`config.mk`:
```
export PLATFORM = sky130hd
export DESIGN_NAME = hazard_ctrl
export DESIGN_NICKNAME = d
export VERILOG_FILES = /design/src/rtl/hazard_ctrl_pkg.sv /design/src/rtl/hazard_perf_cnt.sv /design/src/rtl/hazard_ctrl.sv
export SDC_FILE = /design/constraint.sdc
export NUM_CORES = 1
export LEC_CHECK = 0
export BUFFER_PORTS_ARGS = -buffer_cell sky130_fd_sc_hd__buf_2
export CORE_MARGIN = 2
export CORE_UTILIZATION = 42
export CTS_CLUSTER_SIZE = 40
export DETAILED_ROUTE_END_ITERATION = 8
export HOLD_SLACK_MARGIN = 0.06
export PLACE_DENSITY = 0.86
export SYNTH_ARGS = -nofsm -noshare
export SYNTH_HDL_FRONTEND = slang
export SYNTH_HIERARCHICAL = 1
export SYNTH_SLANG_ARGS = --single-unit
```
`constraint.sdc`:
```
create_clock -name clk -period 4.86 [get_ports clk]
set_clock_uncertainty 0.15 [all_clocks]
set_input_delay 1.215 -clock clk [delete_from_list [all_inputs] [get_ports clk]]
set_output_delay 1.215 -clock clk [all_outputs]
set_load 0.005 [all_outputs]
```
`src/rtl/hazard_ctrl_pkg.sv`:
```
// -----------------------------------------------------------------------------
// hazard_ctrl_pkg
// Shared definitions for the pipeline hazard controller:
//   - FSM state encodings (RUN / DWAIT / ERR)
//   - default data-memory timeout
//   - the pipeline-control bundle type driven by hazard_ctrl
//   - helper functions: load-use match and 32-bit saturating increment
// -----------------------------------------------------------------------------
package hazard_ctrl_pkg;

    localparam int REG_ADDR_W       = 5;
    localparam int DMEM_TIMEOUT_DEF = 64;

    // FSM encodings kept as plain 2-bit constants for legacy compatibility.
    localparam logic [1:0] ST_RUN   = 2'd0;
    localparam logic [1:0] ST_DWAIT = 2'd1;
    localparam logic [1:0] ST_ERR   = 2'd2;

    // Stall/flush bundle for the PC and the four pipeline registers.
    typedef struct packed {
        logic pc_stall;
        logic pc_redirect;
        logic if_id_stall;
        logic if_id_flush;
        logic id_ex_stall;
        logic id_ex_flush;
        logic ex_mem_stall;
        logic ex_mem_flush;
        logic mem_wb_stall;
        logic mem_wb_flush;
    } pipe_ctl_t;

    // True when the load in EX writes a register the ID instruction reads.
    // x0 is never a real dependency.
    function automatic logic load_use_hit(
        input logic                  ex_mem_read,
        input logic [REG_ADDR_W-1:0] ex_rd,
        input logic                  uses_rs1,
        input logic [REG_ADDR_W-1:0] rs1,
        input logic                  uses_rs2,
        input logic [REG_ADDR_W-1:0] rs2
    );
        logic hit;
        hit = ex_mem_read && (ex_rd != {REG_ADDR_W{1'b0}}) &&
              ((uses_rs1 && (ex_rd == rs1)) || (uses_rs2 && (ex_rd == rs2)));
        return hit;
    endfunction

    // Increment that sticks at all-ones instead of wrapping.
    function automatic logic [31:0] sat_inc32(input logic [31:0] value);
        logic [31:0] result;
        if (value == 32'hFFFF_FFFF) begin
            result = value;
        end else begin
            result = value + 32'd1;
        end
        return result;
    endfunction

endpackage

```
`src/rtl/hazard_perf_cnt.sv`:
```
// -----------------------------------------------------------------------------
// hazard_perf_cnt
// Saturating performance counter pair for the hazard controller. Only
// instantiated when HAZARD_PERF_EN is defined.
//
// Ports:
//   clk          in   clock, rising edge
//   reset        in   synchronous active-high reset, clears both counters
//   pc_stall     in   counts one stall cycle when high
//   pc_redirect  in   counts one flush event when high
//   stall_cycles out  saturating count of pc_stall cycles
//   flush_events out  saturating count of pc_redirect cycles
// -----------------------------------------------------------------------------
module hazard_perf_cnt
    import hazard_ctrl_pkg::*;
(
    input  logic        clk,
    input  logic        reset,
    input  logic        pc_stall,
    input  logic        pc_redirect,
    output logic [31:0] stall_cycles,
    output logic [31:0] flush_events
);

    logic [31:0] stall_cnt_r;
    logic [31:0] flush_cnt_r;

    // Counter registers: saturate rather than wrap.
    always_ff @(posedge clk) begin
        if (reset) begin
            stall_cnt_r <= 32'd0;
            flush_cnt_r <= 32'd0;
        end else begin
            if (pc_stall) begin
                stall_cnt_r <= sat_inc32(stall_cnt_r);
            end
            if (pc_redirect) begin
                flush_cnt_r <= sat_inc32(flush_cnt_r);
            end
        end
    end

    assign stall_cycles = stall_cnt_r;
    assign flush_events = flush_cnt_r;

endmodule

```
`src/rtl/hazard_ctrl.sv`:
```
// -----------------------------------------------------------------------------
// hazard_ctrl
// Central stall/flush generator for the 5-stage pipeline. Handles, in priority
// order: data-memory wait, MEM-stage redirect, load-use hazard, instruction
// memory wait, and discarding a stale fetch that returns after a redirect.
// A data-memory wait lasting DMEM_TIMEOUT cycles locks the pipeline in ERR
// (every register stalled, bus_error high) until reset.
//
// Configuration macro: HAZARD_PERF_EN -- builds the saturating stall/flush
// performance counters; without it stall_cycles/flush_events read 0.
//
// Parameters:
//   DMEM_TIMEOUT  consecutive dmem wait cycles before bus_error (>= 2)
//   TO_W          timeout counter width (derived, do not override)
//
// Ports:
//   clk, reset                         clock / synchronous active-high reset
//   id_rs1_addr, id_rs2_addr           source registers of the ID instruction
//   id_uses_rs1, id_uses_rs2           ID instruction reads rs1 / rs2
//   ex_rd_addr, ex_MemRead             destination and load flag of EX
//   mem_branch_taken                   taken branch/jump resolved in MEM
//   mem_access                         MEM instruction is a load/store
//   dmem_ready, imem_ready             memory completion handshakes
//   pc_stall, pc_redirect              PC hold / load branch target
//   <reg>_stall, <reg>_flush           IF/ID, ID/EX, EX/MEM, MEM/WB controls
//   bus_error                          sticky data-memory timeout
//   stall_cycles, flush_events         performance counters
//
// Outputs are combinational from the registered state and current inputs.
// -----------------------------------------------------------------------------
module hazard_ctrl
    import hazard_ctrl_pkg::*;
#(
    parameter int DMEM_TIMEOUT = DMEM_TIMEOUT_DEF,
    parameter int TO_W         = $clog2(DMEM_TIMEOUT + 1)
) (
    input  logic                  clk,
    input  logic                  reset,
    input  logic [REG_ADDR_W-1:0] id_rs1_addr,
    input  logic [REG_ADDR_W-1:0] id_rs2_addr,
    input  logic                  id_uses_rs1,
    input  logic                  id_uses_rs2,
    input  logic [REG_ADDR_W-1:0] ex_rd_addr,
    input  logic                  ex_MemRead,
    input  logic                  mem_branch_taken,
    input  logic                  mem_access,
    input  logic                  dmem_ready,
    input  logic                  imem_ready,
    output logic                  pc_stall,
    output logic                  pc_redirect,
    output logic                  if_id_stall,
    output logic                  if_id_flush,
    output logic                  id_ex_stall,
    output logic                  id_ex_flush,
    output logic                  ex_mem_stall,
    output logic                  ex_mem_flush,
    output logic                  mem_wb_stall,
    output logic                  mem_wb_flush,
    output logic                  bus_error,
    output logic [31:0]           stall_cycles,
    output logic [31:0]           flush_events
);

    localparam logic [TO_W-1:0] TO_LAST = TO_W'(DMEM_TIMEOUT - 1);

    logic [1:0]      state_r;
    logic [1:0]      state_nxt_s;
    logic [TO_W-1:0] to_cnt_r;
    logic [TO_W-1:0] to_cnt_nxt_s;
    logic            discard_r;
    logic            discard_nxt_s;

    logic            dmem_wait_s;
    logic            load_use_s;
    pipe_ctl_t       ctl_s;
    logic            bus_error_s;

    // Hazard conditions decoded from the current pipeline inputs.
    always_comb begin
        dmem_wait_s = mem_access && !dmem_ready;
        load_use_s  = load_use_hit(ex_MemRead, ex_rd_addr,
                                   id_uses_rs1, id_rs1_addr,
                                   id_uses_rs2, id_rs2_addr);
    end

    // Stall/flush generation, highest priority first.
    always_comb begin
        ctl_s       = '0;
        bus_error_s = 1'b0;
        if (reset) begin
            // Flush everything while reset is held so no stale state survives.
            ctl_s.if_id_flush  = 1'b1;
            ctl_s.id_ex_flush  = 1'b1;
            ctl_s.ex_mem_flush = 1'b1;
            ctl_s.mem_wb_flush = 1'b1;
        end else begin
            case (state_r)
                ST_RUN, ST_DWAIT: begin
                    if (dmem_wait_s) begin
                        // Hold everything up to EX/MEM; WB receives a bubble.
                        // Holding EX/MEM also re-presents an illegal
                        // concurrent branch once the wait completes.
                        ctl_s.pc_stall     = 1'b1;
                        ctl_s.if_id_stall  = 1'b1;
                        ctl_s.id_ex_stall  = 1'b1;
                        ctl_s.ex_mem_stall = 1'b1;
                        ctl_s.mem_wb_flush = 1'b1;
                    end else if (mem_branch_taken) begin
                        // Kill the three younger instructions; lower-priority
                        // hazards are moot because those instructions die.
                        ctl_s.pc_redirect  = 1'b1;
                        ctl_s.if_id_flush  = 1'b1;
                        ctl_s.id_ex_flush  = 1'b1;
                        ctl_s.ex_mem_flush = 1'b1;
                    end else if (load_use_s) begin
                        // One bubble: the load leaves EX next cycle, so the
                        // condition clears by itself.
                        ctl_s.pc_stall    = 1'b1;
                        ctl_s.if_id_stall = 1'b1;
                        ctl_s.id_ex_flush = 1'b1;
                    end else if (!imem_ready) begin
                        // No instruction yet: NOP into ID, downstream drains.
                        ctl_s.pc_stall    = 1'b1;
                        ctl_s.if_id_flush = 1'b1;
                    end else if (discard_r) begin
                        // This fetch belongs to the pre-redirect path; drop it
                        // and let the PC move on from the branch target.
                        ctl_s.if_id_flush = 1'b1;
                    end else begin
                        ctl_s = '0;
                    end
                end
                default: begin
                    // ERR, or a corrupted state encoding: freeze the pipeline.
                    ctl_s.pc_stall     = 1'b1;
                    ctl_s.if_id_stall  = 1'b1;
                    ctl_s.id_ex_stall  = 1'b1;
                    ctl_s.ex_mem_stall = 1'b1;
                    ctl_s.mem_wb_stall = 1'b1;
                    bus_error_s        = 1'b1;
                end
            endcase
        end
    end

    // Next-state logic for the wait FSM, timeout counter and discard flag.
    always_comb begin
        state_nxt_s   = state_r;
        to_cnt_nxt_s  = to_cnt_r;
        discard_nxt_s = discard_r;
        case (state_r)
            ST_RUN, ST_DWAIT: begin
                if (dmem_wait_s) begin
                    if (state_r == ST_RUN) begin
                        // First waiting cycle counts as one.
                        state_nxt_s  = ST_DWAIT;
                        to_cnt_nxt_s = TO_W'(1);
                    end else if (to_cnt_r == TO_LAST) begin
                        state_nxt_s  = ST_ERR;
                    end else begin
                        to_cnt_nxt_s = to_cnt_r + TO_W'(1);
                    end
                end else begin
                    state_nxt_s  = ST_RUN;
                    to_cnt_nxt_s = '0;
                    if (mem_branch_taken) begin
                        // A fetch still in flight will return stale data.
                        discard_nxt_s = discard_r | !imem_ready;
                    end else if (load_use_s || !imem_ready) begin
                        // Stale fetch not consumed this cycle.
                        discard_nxt_s = discard_r;
                    end else begin
                        // Any pending stale fetch was flushed this cycle.
                        discard_nxt_s = 1'b0;
                    end
                end
            end
            ST_ERR: begin
                state_nxt_s = ST_ERR;
            end
            default: begin
                state_nxt_s = ST_ERR;
            end
        endcase
    end

    // State registers with synchronous reset.
    always_ff @(posedge clk) begin
        if (reset) begin
            state_r   <= ST_RUN;
            to_cnt_r  <= '0;
            discard_r <= 1'b0;
        end else begin
            state_r   <= state_nxt_s;
            to_cnt_r  <= to_cnt_nxt_s;
            discard_r <= discard_nxt_s;
        end
    end

    assign pc_stall     = ctl_s.pc_stall;
    assign pc_redirect  = ctl_s.pc_redirect;
    assign if_id_stall  = ctl_s.if_id_stall;
    assign if_id_flush  = ctl_s.if_id_flush;
    assign id_ex_stall  = ctl_s.id_ex_stall;
    assign id_ex_flush  = ctl_s.id_ex_flush;
    assign ex_mem_stall = ctl_s.ex_mem_stall;
    assign ex_mem_flush = ctl_s.ex_mem_flush;
    assign mem_wb_stall = ctl_s.mem_wb_stall;
    assign mem_wb_flush = ctl_s.mem_wb_flush;
    assign bus_error    = bus_error_s;

`ifdef HAZARD_PERF_EN
    hazard_perf_cnt u_perf (
        .clk          (clk),
        .reset        (reset),
        .pc_stall     (ctl_s.pc_stall),
        .pc_redirect  (ctl_s.pc_redirect),
        .stall_cycles (stall_cycles),
        .flush_events (flush_events)
    );
`else
    assign stall_cycles = 32'd0;
    assign flush_events = 32'd0;
`endif

endmodule

```
Yosys cells after proc, flatten, opt, wreduce, memory -nomap -nowiden
Cells that the tools add are included.

word-level totals
  bits in registers = 10
  bits of input ports = 24
  output and inout port bits = 75

cells by class
  add/subtract/negate cells = 1
  eq/ne operators = 7
  muxes and demuxes = 60
  bitwise gates (word level) = 3
  reduce and logical (&&, ||, !) cells = 16

operators with widths
  operator               number
  $mux W1                43
  $mux W6                5
  $mux W7                3
  $mux W2                7
  $eq A5 B5 Y1           2
  $add A7 B1 Y7 const B  1
  $eq A7 B6 Y1 const B   1
  $logic_and A1 B1 Y1    5
  $reduce_bool A5 Y1     1
  $mux W4                1
  $ne A4 B4 Y1 const B   1
  $mux W3                1
  $ne A3 B3 Y1 const B   1
  $reduce_and A3 Y1      1
  $reduce_or A3 Y1       1
  $eq A2 B1 Y1 const B   1
  $logic_not A1 Y1       2
  $logic_not A2 Y1       1
  $logic_or A1 B1 Y1     2
  $ne A2 B2 Y1 const B   1
  $not A1 Y1             2
  $reduce_and A2 Y1      1
  $reduce_bool A2 Y1     1
  $reduce_or A2 Y1       1
  $or A1 B1 Y1           1

Longest topological paths before layout
Gate-level depths: netlist (run 1).

  depth after elaboration = 14
  depth in mapped cells = 6
  depth with buffers taken out = 6

Least setup slack after synthesis (run 1)
No wires, ideal clock.

  kind = input to output
  from = input ex_rd_addr[1]
  to = output if_id_flush
  data arrival time = 2.119 ns
  setup slack = 1.376 ns
  cell stages on the path = 3
  buffers on the path = 0
  path through = or4_4 -> o211ai_4 -> a31o_1

between the ends
  word-level cells in the longest chain between the ends = 9

RTL lines
  what                     RTL line               source
  start, declared          hazard_ctrl.sv:43      input logic [REG_ADDR_W-1:0] ex_rd_addr,
  $eq A5 B5 Y1             hazard_ctrl_pkg.sv:45  ((uses_rs1 && (ex_rd == rs1)) || (uses_rs2 && (ex_rd == rs2)));
  $logic_and A1 B1 Y1      hazard_ctrl_pkg.sv:45
  $logic_or A1 B1 Y1       hazard_ctrl_pkg.sv:45
  $logic_and A1 B1 Y1 (*)  hazard_ctrl_pkg.sv:44  hit = ex_mem_read && (ex_rd != {REG_ADDR_W{1'b0}}) &&
  $mux W2 (*)              hazard_ctrl.sv:115     end else if (load_use_s) begin
  $mux W1 (*)              hazard_ctrl.sv:108     end else if (mem_branch_taken) begin
  $mux W1 (*)              hazard_ctrl.sv:99      if (dmem_wait_s) begin
  $mux W1 (*)              hazard_ctrl.sv:97      case (state_r)
  $mux W1 (*)              hazard_ctrl.sv:90      if (reset) begin
  end, declared            hazard_ctrl.sv:52      output logic if_id_flush,

Mark *: on every way between the ends. The rest lies on a longest branch, timed or not.

Worst setup path in the final report (run 1)
Ends and elaborated chain as after synthesis.

==> results of run 1 <==
## final cells by class
cell class / count / share of cell area, %
inverter: 2 / 0.6322
tap: 31 / 3.267
multi-input combinational: 137 / 61.85
timing repair buffer: 34 / 14.33
sequential: 10 / 16.86
clock buffer: 4 / 3.056
## through the flow
step                      hold WS [ps]  cell area, um^2  instances  setup slack, ps  total power [uW]
after floorplan                  307.5             1446        217             1376             154.3
after global placement           314.8             1151        214             1128             135.4
after detailed placement         320.6             1151        214             1117             136.2
after CTS                        329.6             1187        218             1114             210.3
after global routing             343.9             1187        218             1049             222.4
final                            328.7             1187        218             1111             208.6
## worst paths after layout
| kind | start | to | cells past startpoint |
|---|---|---|---|
| setup reg to reg | to_cnt_r[0]$_SDFFE_PP0P_ | to_cnt_r[2]$_SDFFE_PP0P_ | 6 |
| setup / recovery | ex_rd_addr[1] | if_id_flush | 5 |
| hold reg to reg | to_cnt_r[6]$_SDFFE_PP0P_ | to_cnt_r[6]$_SDFFE_PP0P_ | 1 |
| hold / removal | to_cnt_r[6]$_SDFFE_PP0P_ | to_cnt_r[6]$_SDFFE_PP0P_ | 1 |
## worst max-delay path: stages
cell and delay, ps:
buf_2 120, or4_4 540, o211ai_4 220, a31o_1 170
buf_2 100
## synth_stat cells (2+ instances only)
master,count
a41oi_1,2
nor2b_1,3
nand4_1,3
buf_4,66
nand2b_1,5
dfxtp_1,10
o22ai_1,3
xnor2_1,12
nor2_1,11
nand2_1,8
a21oi_1,6
## registers in the layout (all words and copies together) (netlist names)
register and cells:
to_cnt_r 7, state_r 2, discard_r 1
## report_power, final
part | internal, uW | total (uW) | leakage, uW | switching (uW)
registers | 83.1 | 84.2 | 0.0000810 | 1.14
clock network | 45.5 | 73.5 | 0.0000210 | 28.1
logic | 20.5 | 50.9 | 0.000484 | 30.4
total | 149 | 209 | 0.000586 | 59.6
## per-layer routing
| metal | wire length [um] | global-route usage [%] | vias up |
|---|---|---|---|
| met5 | 0 | 0 | - |
| met4 | 0 | 0.9967 | 0 |
| met3 | 239 | 4.241 | 0 |
| met2 | 1042 | 22.08 | 61 |
| met1 | 727 | 11.88 | 394 |
| li1 | - | - | 447 |
## cells by family after synthesis
kind of cell             count (synthesis)
adder cells (fa/ha/maj)                  1
buffers and inverters                   70
AO/OA/AOI/OAI                           20
AND/OR/NAND/NOR                         39
flip-flops                              10
XOR/XNOR                                13
other                                    1
==> results.md, run 1 <==
* CORE AREA at 2758 um^2
* Die ar. at 3326 um^2
* Register-to-register setup slack at 3140 ps
* CP Capture Type: output pin
* Post-synthesis mux area share at 0%
* Simple-gate area share of the yosys netlist at 17.27%
* DP Wirelength at 1737 um
* Congestion Overflow GR at 0
* CTS tree: done
* Routed Antenna Nets at 0
* Antenna fix cells at 0
* Max-cap violations at 0
* Post-synthesis sequential area ratio at 16.55%
* DRT iter0 DRCs at 10
* Vias at 902
* Area share of fa/ha/maj cells after synthesis at 1.034%
* Worst EP required at 3490 ps
* IO Pins at 99
* Commonest non-fill, non-tap cell in the layout: conb_1
* F_max at 266.8 MHz
* Startpoint Class: primary input
* Syn_area_per_cell at 7.857 um^2
* Nets at 213
* Synth area leaders: buf_4 (41%), dfxtp_1 (17%), xnor2_1 (8.7%)
* Total CTS buffers at 3
* Total wire length at 2009 um
* Via/cell ratio at 4.138
* Period utilization at 77.14%
* # rows at 19
* RSZ-0062 raised after global routing: no
* Htree depth at 1
* Final hold violations at 0
* LEAKAGE at 0.0005859 uW
* Commonest non-fill, non-tap cells in the layout: conb_1 (64), buf_2 (34), xnor2_1 (12), nor2_1 (11), dfxtp_1 (10)
* Antenna violations before repair at 0
* Clock root buffer: clkbuf_4
* Area Overhead vs Synth at -1.861%
* Post-Route Utilization at 43.06%
* Vias in the first global route at 719
* Total GRT Usage at 11.34%
* Max Transition Viols Final at 0
* Ys Warns at 6
* PostCTS Resize Cnt at 0
* Yosys reg bits at 10
* Final setup viols at 0
* Async SR Flop Fraction at 0%
* CP max FO at 5
* P per Cell Area at 175.7 nW/um^2
* Maximum number of pins on one net before global-route repair at 15
* Synth Area in XOR/XNOR at 9.411%
* Fillers at 274
* First-pass GRT wire length at 2973 um
* Synth Instances at 154
* Final TNS setup at 0 ps
* Hold Path Class: flip-flop to flip-flop
* Post-synth EDFFs at 0
* Chip height at 57.67 um
* Status: complete, no violations
* Top FF cell, synth: dfxtp_1
* Yosys top cell area share at 40.95%
* Initial Util at 43.87%
* CTS clk-pin slew, worst paths at 60 ps
* Largest family of logic cells by synthesized area: buffers and inverters
* Area occupied by multi-input gates at 734.5 um^2
* PortBufs at 34
* Worst Setup Path Type: primary input to output pin
* Avg WL per Cell at 9.216 um
* Total setup buffers inserted after CTS at 0
* Register Area at 200.2 um^2
* Post-route DRC violation count at 0
* Synth Area in Compound Gates at 13.13%
* CTS Sinks at 10
* Hold_buf cts at 0
* Global placer's final weighted congestion at 0.7672
* Yosys cell types at 36
* Die X at 57.67 um
* Top cell type by total area after synthesis: buf_4
* Final Critical Period at 3749 ps
* CTS max path bufs at 2
* IR drop worst, VDD at 0.1208 mV
* Arrival time at the worst endpoint at 2380 ps
* Synth Cell Area at 1210 um^2
* Pre-antenna DRT Iters at 4
* Worst skew pair latency at 260 ps
* Share of cells above drive strength 1 at 22.99%
No activity file was read; power rests on OpenSTA's default activity.
==> inputs of run 2 (changes only) <==
--- a/config.mk
+++ b/config.mk
@@ -7,11 +7,11 @@
 export LEC_CHECK = 0
 export BUFFER_PORTS_ARGS = -buffer_cell sky130_fd_sc_hd__buf_2
 export CORE_MARGIN = 2
-export CORE_UTILIZATION = 42
+export CORE_UTILIZATION = 35
 export CTS_CLUSTER_SIZE = 40
 export DETAILED_ROUTE_END_ITERATION = 8
 export HOLD_SLACK_MARGIN = 0.06
-export PLACE_DENSITY = 0.86
+export PLACE_DENSITY = 0.76
 export SYNTH_ARGS = -nofsm -noshare
 export SYNTH_HDL_FRONTEND = slang
 export SYNTH_HIERARCHICAL = 1
==> constraint.sdc (replaced) <==
create_clock -name clk -period 3.2 [get_ports clk]
set_clock_uncertainty 0.15 [all_clocks]
set_input_delay 0.8 -clock clk [delete_from_list [all_inputs] [get_ports clk]]
set_output_delay 0.8 -clock clk [all_outputs]
set_load 0.005 [all_outputs]
==> results.md, run 2 (same netlist as run 1, synthesis figures left out) <==
* Status: complete, no violations
* Reg-to-Reg Start: to_cnt_r[0]$_SDFFE_PP0P_
* Die ar. at 3943 um^2
* Arrival time at the worst endpoint at 1980 ps
* Hold Path Stages at 1
* Vias at 930
* Post-route DRC violation count at 0
* CTS clk-pin slew, worst paths at 70 ps
* CORE AREA at 3337 um^2
* Register Area at 200.2 um^2
* Htree depth at 1
* Hold Path Sink: to_cnt_r[6]$_SDFFE_PP0P_
* Worst EP required at 2250 ps
* CTS tree: done
* Worst skew pair latency at 270 ps
* Routed Antenna Nets at 0
* LEAKAGE at 0.0005859 uW
* RSZ-0062 raised after global routing: no
* Period utilization at 91.41%
* PortBufs at 34
* Startpoint Class: primary input
* Max-cap violations at 0
* Worst r2r path cells at 6
* Initial Util at 36.26%
* IR drop worst, VDD at 0.08848 mV
* CTS max path bufs at 2
* Antenna fix cells at 0
* Top Registers: to_cnt_r x7, state_r x2, discard_r x1
* Max FFs per register at 7
* Hold Path Class: flip-flop to flip-flop
* P per Cell Area at 267.0 nW/um^2
* # rows at 21
* Antenna violations before repair at 0
* CTS Sinks at 10
* Hold Path Origin: to_cnt_r[6]$_SDFFE_PP0P_
* Chip height at 62.80 um
* DRT iter0 DRCs at 21
* Register-to-register setup slack at 1480 ps
* Nets at 213
* Worst Setup Path Type: primary input to output pin
* Hold_buf cts at 0
* Clock root buffer: clkbuf_4
* First-pass GRT wire length at 3153 um
* F_max at 341.9 MHz
* Max Transition Viols Final at 0
* CP max FO at 7
* Final Critical Period at 2925 ps
* Vias in the first global route at 755
* CP Capture Type: output pin
* Reg2reg end: to_cnt_r[2]$_SDFFE_PP0P_
* Area Overhead vs Synth at -0.3099%
* Total GRT Usage at 10.00%
* Final TNS setup at 0 ps
* Final hold violations at 0
* IO Pins at 99
* Global placer's final weighted congestion at 0.7825
* Total CTS buffers at 3
* Fillers at 375
* Die X at 62.80 um
* Commonest non-fill, non-tap cells in the layout: conb_1 (64), buf_2 (34), xnor2_1 (12), nor2_1 (11), dfxtp_1 (10)
* Congestion Overflow GR at 0
* Pre-antenna DRT Iters at 4
* Dpl cells at 229
* Final setup viols at 0
* Commonest non-fill, non-tap cell in the layout: conb_1
* PostCTS Resize Cnt at 0
* Register name with the most flops: to_cnt_r
* Avg WL per Cell at 8.455 um
* Area occupied by multi-input gates at 734.5 um^2
* Share of cells above drive strength 1 at 22.99%
* Total setup buffers inserted after CTS at 0
* Non-filler instance count after layout at 233
* Maximum number of pins on one net before global-route repair at 15
* Total wire length at 1970 um
* Via/cell ratio at 3.991
* DP Wirelength at 1697 um
## run 2: cell counts in the layout (fill, tap and decap cells not counted)
No cell type changed its count.
## run 2: how the worst max path moves through the flow
| stage | from | endpoint | slack (ps) | cells past startpoint |
|---|---|---|---|---|
| final | mem_access | id_ex_flush | 270 | 7 |
| after global routing | mem_access | id_ex_flush | 130 | 7 |
| after CTS | ex_rd_addr[1] | if_id_flush | 280 | 5 |
| after detailed placement | ex_rd_addr[1] | if_id_flush | 280 | 5 |
| after global placement | ex_rd_addr[1] | if_id_flush | 300 | 5 |
| after floorplan | ex_rd_addr[1] | if_id_flush | 550 | 3 |
## run 2: cell type report
type	count	area share, %
Clock buffer	4	3.008
Inverter	2	0.6224
Multi-Input combinational cell	137	60.89
Sequential cell	10	16.60
Tap cell	46	4.772
Timing Repair Buffer	34	14.11
## run 2: per-layer routing
layer  track usage, %  up-vias  part of all wire [%]
li1                 -      448                     -
met1            11.78      407                    37
met2            15.73       68                    50
met3            3.784        7                    11
met4            5.278        0                   2.0
met5                0        -                     0
## run 2: where the power goes
group | total, uW | leakage (uW) | internal (uW) | switching [uW]
combinational | 77.0 | 0.000484 | 31.1 | 45.9
sequential | 128 | 0.0000810 | 126 | 1.91
clock | 117 | 0.0000210 | 69.3 | 47.7
total | 322 | 0.000586 | 226 | 95.5
## run 2: worst max-delay path, cell delays in order
cell      delay, ps
buf_2           100
nor2b_1         150
nor2_1          360
nand2_1         130
nand2b_1        170
o21bai_1        130
buf_2           130
## run 2: stage by stage
stage	setup slack, ps	util [%]	cell area (um^2)	hold WS, ps	total power, uW
floorplan	545.8	-	1446	307.5	234.4
global placement	297.5	35.06	1170	317.6	205.3
detailed placement	283.2	35.06	1170	316.9	207.1
CTS	279.9	36.15	1206	326.4	326.6
global route	127.4	36.15	1206	339.3	339.3
finish	274.9	36.15	1206	324.7	322.0
==> inputs of run 3 (changes only) <==
--- a/config.mk
+++ b/config.mk
@@ -12,6 +12,7 @@
 export DETAILED_ROUTE_END_ITERATION = 8
 export HOLD_SLACK_MARGIN = 0.06
 export PLACE_DENSITY = 0.76
+export RECOVER_POWER = 50
 export SYNTH_ARGS = -nofsm -noshare
 export SYNTH_HDL_FRONTEND = slang
 export SYNTH_HIERARCHICAL = 1
==> results.md, run 3 (same netlist as run 1, synthesis figures left out) <==
* Status: complete, no violations
* Congestion Overflow GR at 0
* DRT iter0 DRCs at 23
* Initial Util at 36.26%
* Top cell by count, worst path: buf_2
* Final hold violations at 0
* Routed Antenna Nets at 0
* Nets at 213
* CTS Sinks at 10
* Crit path cell chain: buf_2 > or4_4 > o211ai_4 > a31o_1 > buf_2
* Met2 Use GR at 15.73%
* GR peak layer: met2
* PortBufs at 34
* Max FFs per register at 7
* Avg WL per Cell at 8.382 um
* Period utilization at 91.18%
* Total GRT Usage at 10.00%
* CTS max path bufs at 2
* Die ar. at 3943 um^2
* P per Cell Area at 268.7 nW/um^2
* Max Transition Viols Final at 0
* Arrival time at the worst endpoint at 1970 ps
* Worst skew pair latency at 270 ps
* Max-cap violations at 0
* Final setup viols at 0
* Commonest non-fill, non-tap cell in the layout: conb_1
* Global placer's final weighted congestion at 0.7825
* Hold Path Class: flip-flop to flip-flop
* # rows at 21
* Worst Setup Path Type: primary input to output pin
* LEAKAGE at 0.0005806 uW
* Total setup buffers inserted after CTS at 0
* Post-route DRC violation count at 0
* First-pass GRT wire length at 3153 um
* Maximum number of pins on one net before global-route repair at 15
* Commonest non-fill, non-tap cells in the layout: conb_1 (64), buf_2 (33), xnor2_1 (12), nor2_1 (11), dfxtp_1 (10)
* Share of cells above drive strength 1 at 21.39%
* Top Registers: to_cnt_r x7, state_r x2, discard_r x1
* Final Critical Period at 2918 ps
* Register name with the most flops: to_cnt_r
* RSZ-0062 raised after global routing: no
* CTS tree: done
* IR drop worst, VDD at 0.08877 mV
* Htree depth at 1
* Area Overhead vs Synth at -1.034%
* Vias in the first global route at 755
* Clock root buffer: clkbuf_4
* Total wire length at 1953 um
* Met1 usage at 11.78%
* Die X at 62.80 um
* Chip height at 62.80 um
* Total CTS buffers at 3
* Pre-antenna DRT Iters at 4
* F_max at 342.7 MHz
* Via/cell ratio at 3.974
* Worst hold slack at 324.8 ps
* Vias at 926
* Register-to-register setup slack at 1400 ps
* Antenna violations before repair at 0
* Final TNS setup at 0 ps
* Antenna fix cells at 0
* IO Pins at 99
* CTS clk-pin slew, worst paths at 70 ps
* CP max stage cell: or4_4
* Slowest stage delay, CP at 540 ps
* Startpoint Class: primary input
* PostCTS Resize Cnt at 0
* CORE AREA at 3337 um^2
* CP max FO at 5
* CP Capture Type: output pin
* Hold_buf cts at 0
* Worst EP required at 2250 ps
* DP Wirelength at 1697 um
* Met3 global-route usage at 3.784%
## run 3: cell count changes in the layout (fill, tap and decap cells not counted), sizes merged
cell / before / now
clkbuf: 4 / 5
buf: 34 / 33
## run 3: layout make-up
| cell class | instances | area (um^2) |
|---|---|---|
| Fill cell | 376 | 2140 |
| Inverter | 2 | 7.507 |
| Clock buffer | 4 | 36.28 |
| Sequential cell | 10 | 200.2 |
| Multi-Input combinational cell | 137 | 726.9 |
| Timing Repair Buffer | 34 | 168.9 |
| Tap cell | 46 | 57.56 |
## run 3: final timing paths
check / startpoint / endpoint / cells past startpoint
worst min register to register: to_cnt_r[6]$_SDFFE_PP0P_ / to_cnt_r[6]$_SDFFE_PP0P_ / 1
worst min-delay path: to_cnt_r[6]$_SDFFE_PP0P_ / to_cnt_r[6]$_SDFFE_PP0P_ / 1
worst max-delay path: ex_rd_addr[1] / if_id_flush / 5
worst max register to register: to_cnt_r[0]$_SDFFE_PP0P_ / to_cnt_r[5]$_SDFFE_PP0P_ / 6
## run 3: power breakdown
group,switching [uW],total [uW],internal [uW]
Clock,47.6,117,69.3
Combinational,45.9,76.8,30.9
Sequential,1.87,128,126
## run 3: metal layers
| metal | wire [um] | share of wire [%] |
|---|---|---|
| met4 | 39 | 2.0 |
| met1 | 717 | 37 |
| met2 | 975 | 50 |
| met5 | 0 | 0 |
| met3 | 221 | 11 |
## run 3: worst max-delay path, delay by kind of cell
kind | cells | cell delay, ps
simple gates | 1 | 540
compound gates | 2 | 390
buf+inv | 2 | 220
## run 3: stage by stage
| stage | cell area, um^2 | power [uW] | utilization [%] | std cells | setup WS (ps) |
|---|---|---|---|---|---|
| 4_1_cts | 1206 | 326.6 | 36.15 | 233 | 279.9 |
| 5_1_grt | 1197 | 339.1 | 35.88 | 233 | 134.6 |
| 6_report | 1197 | 321.7 | 35.88 | 233 | 282.2 |
| 2_1_floorplan | 1446 | 234.4 | - | 217 | 545.8 |
| 3_3_place_gp | 1170 | 205.3 | 35.06 | 229 | 297.5 |
| 3_5_place_dp | 1170 | 207.1 | 35.06 | 229 | 283.2 |
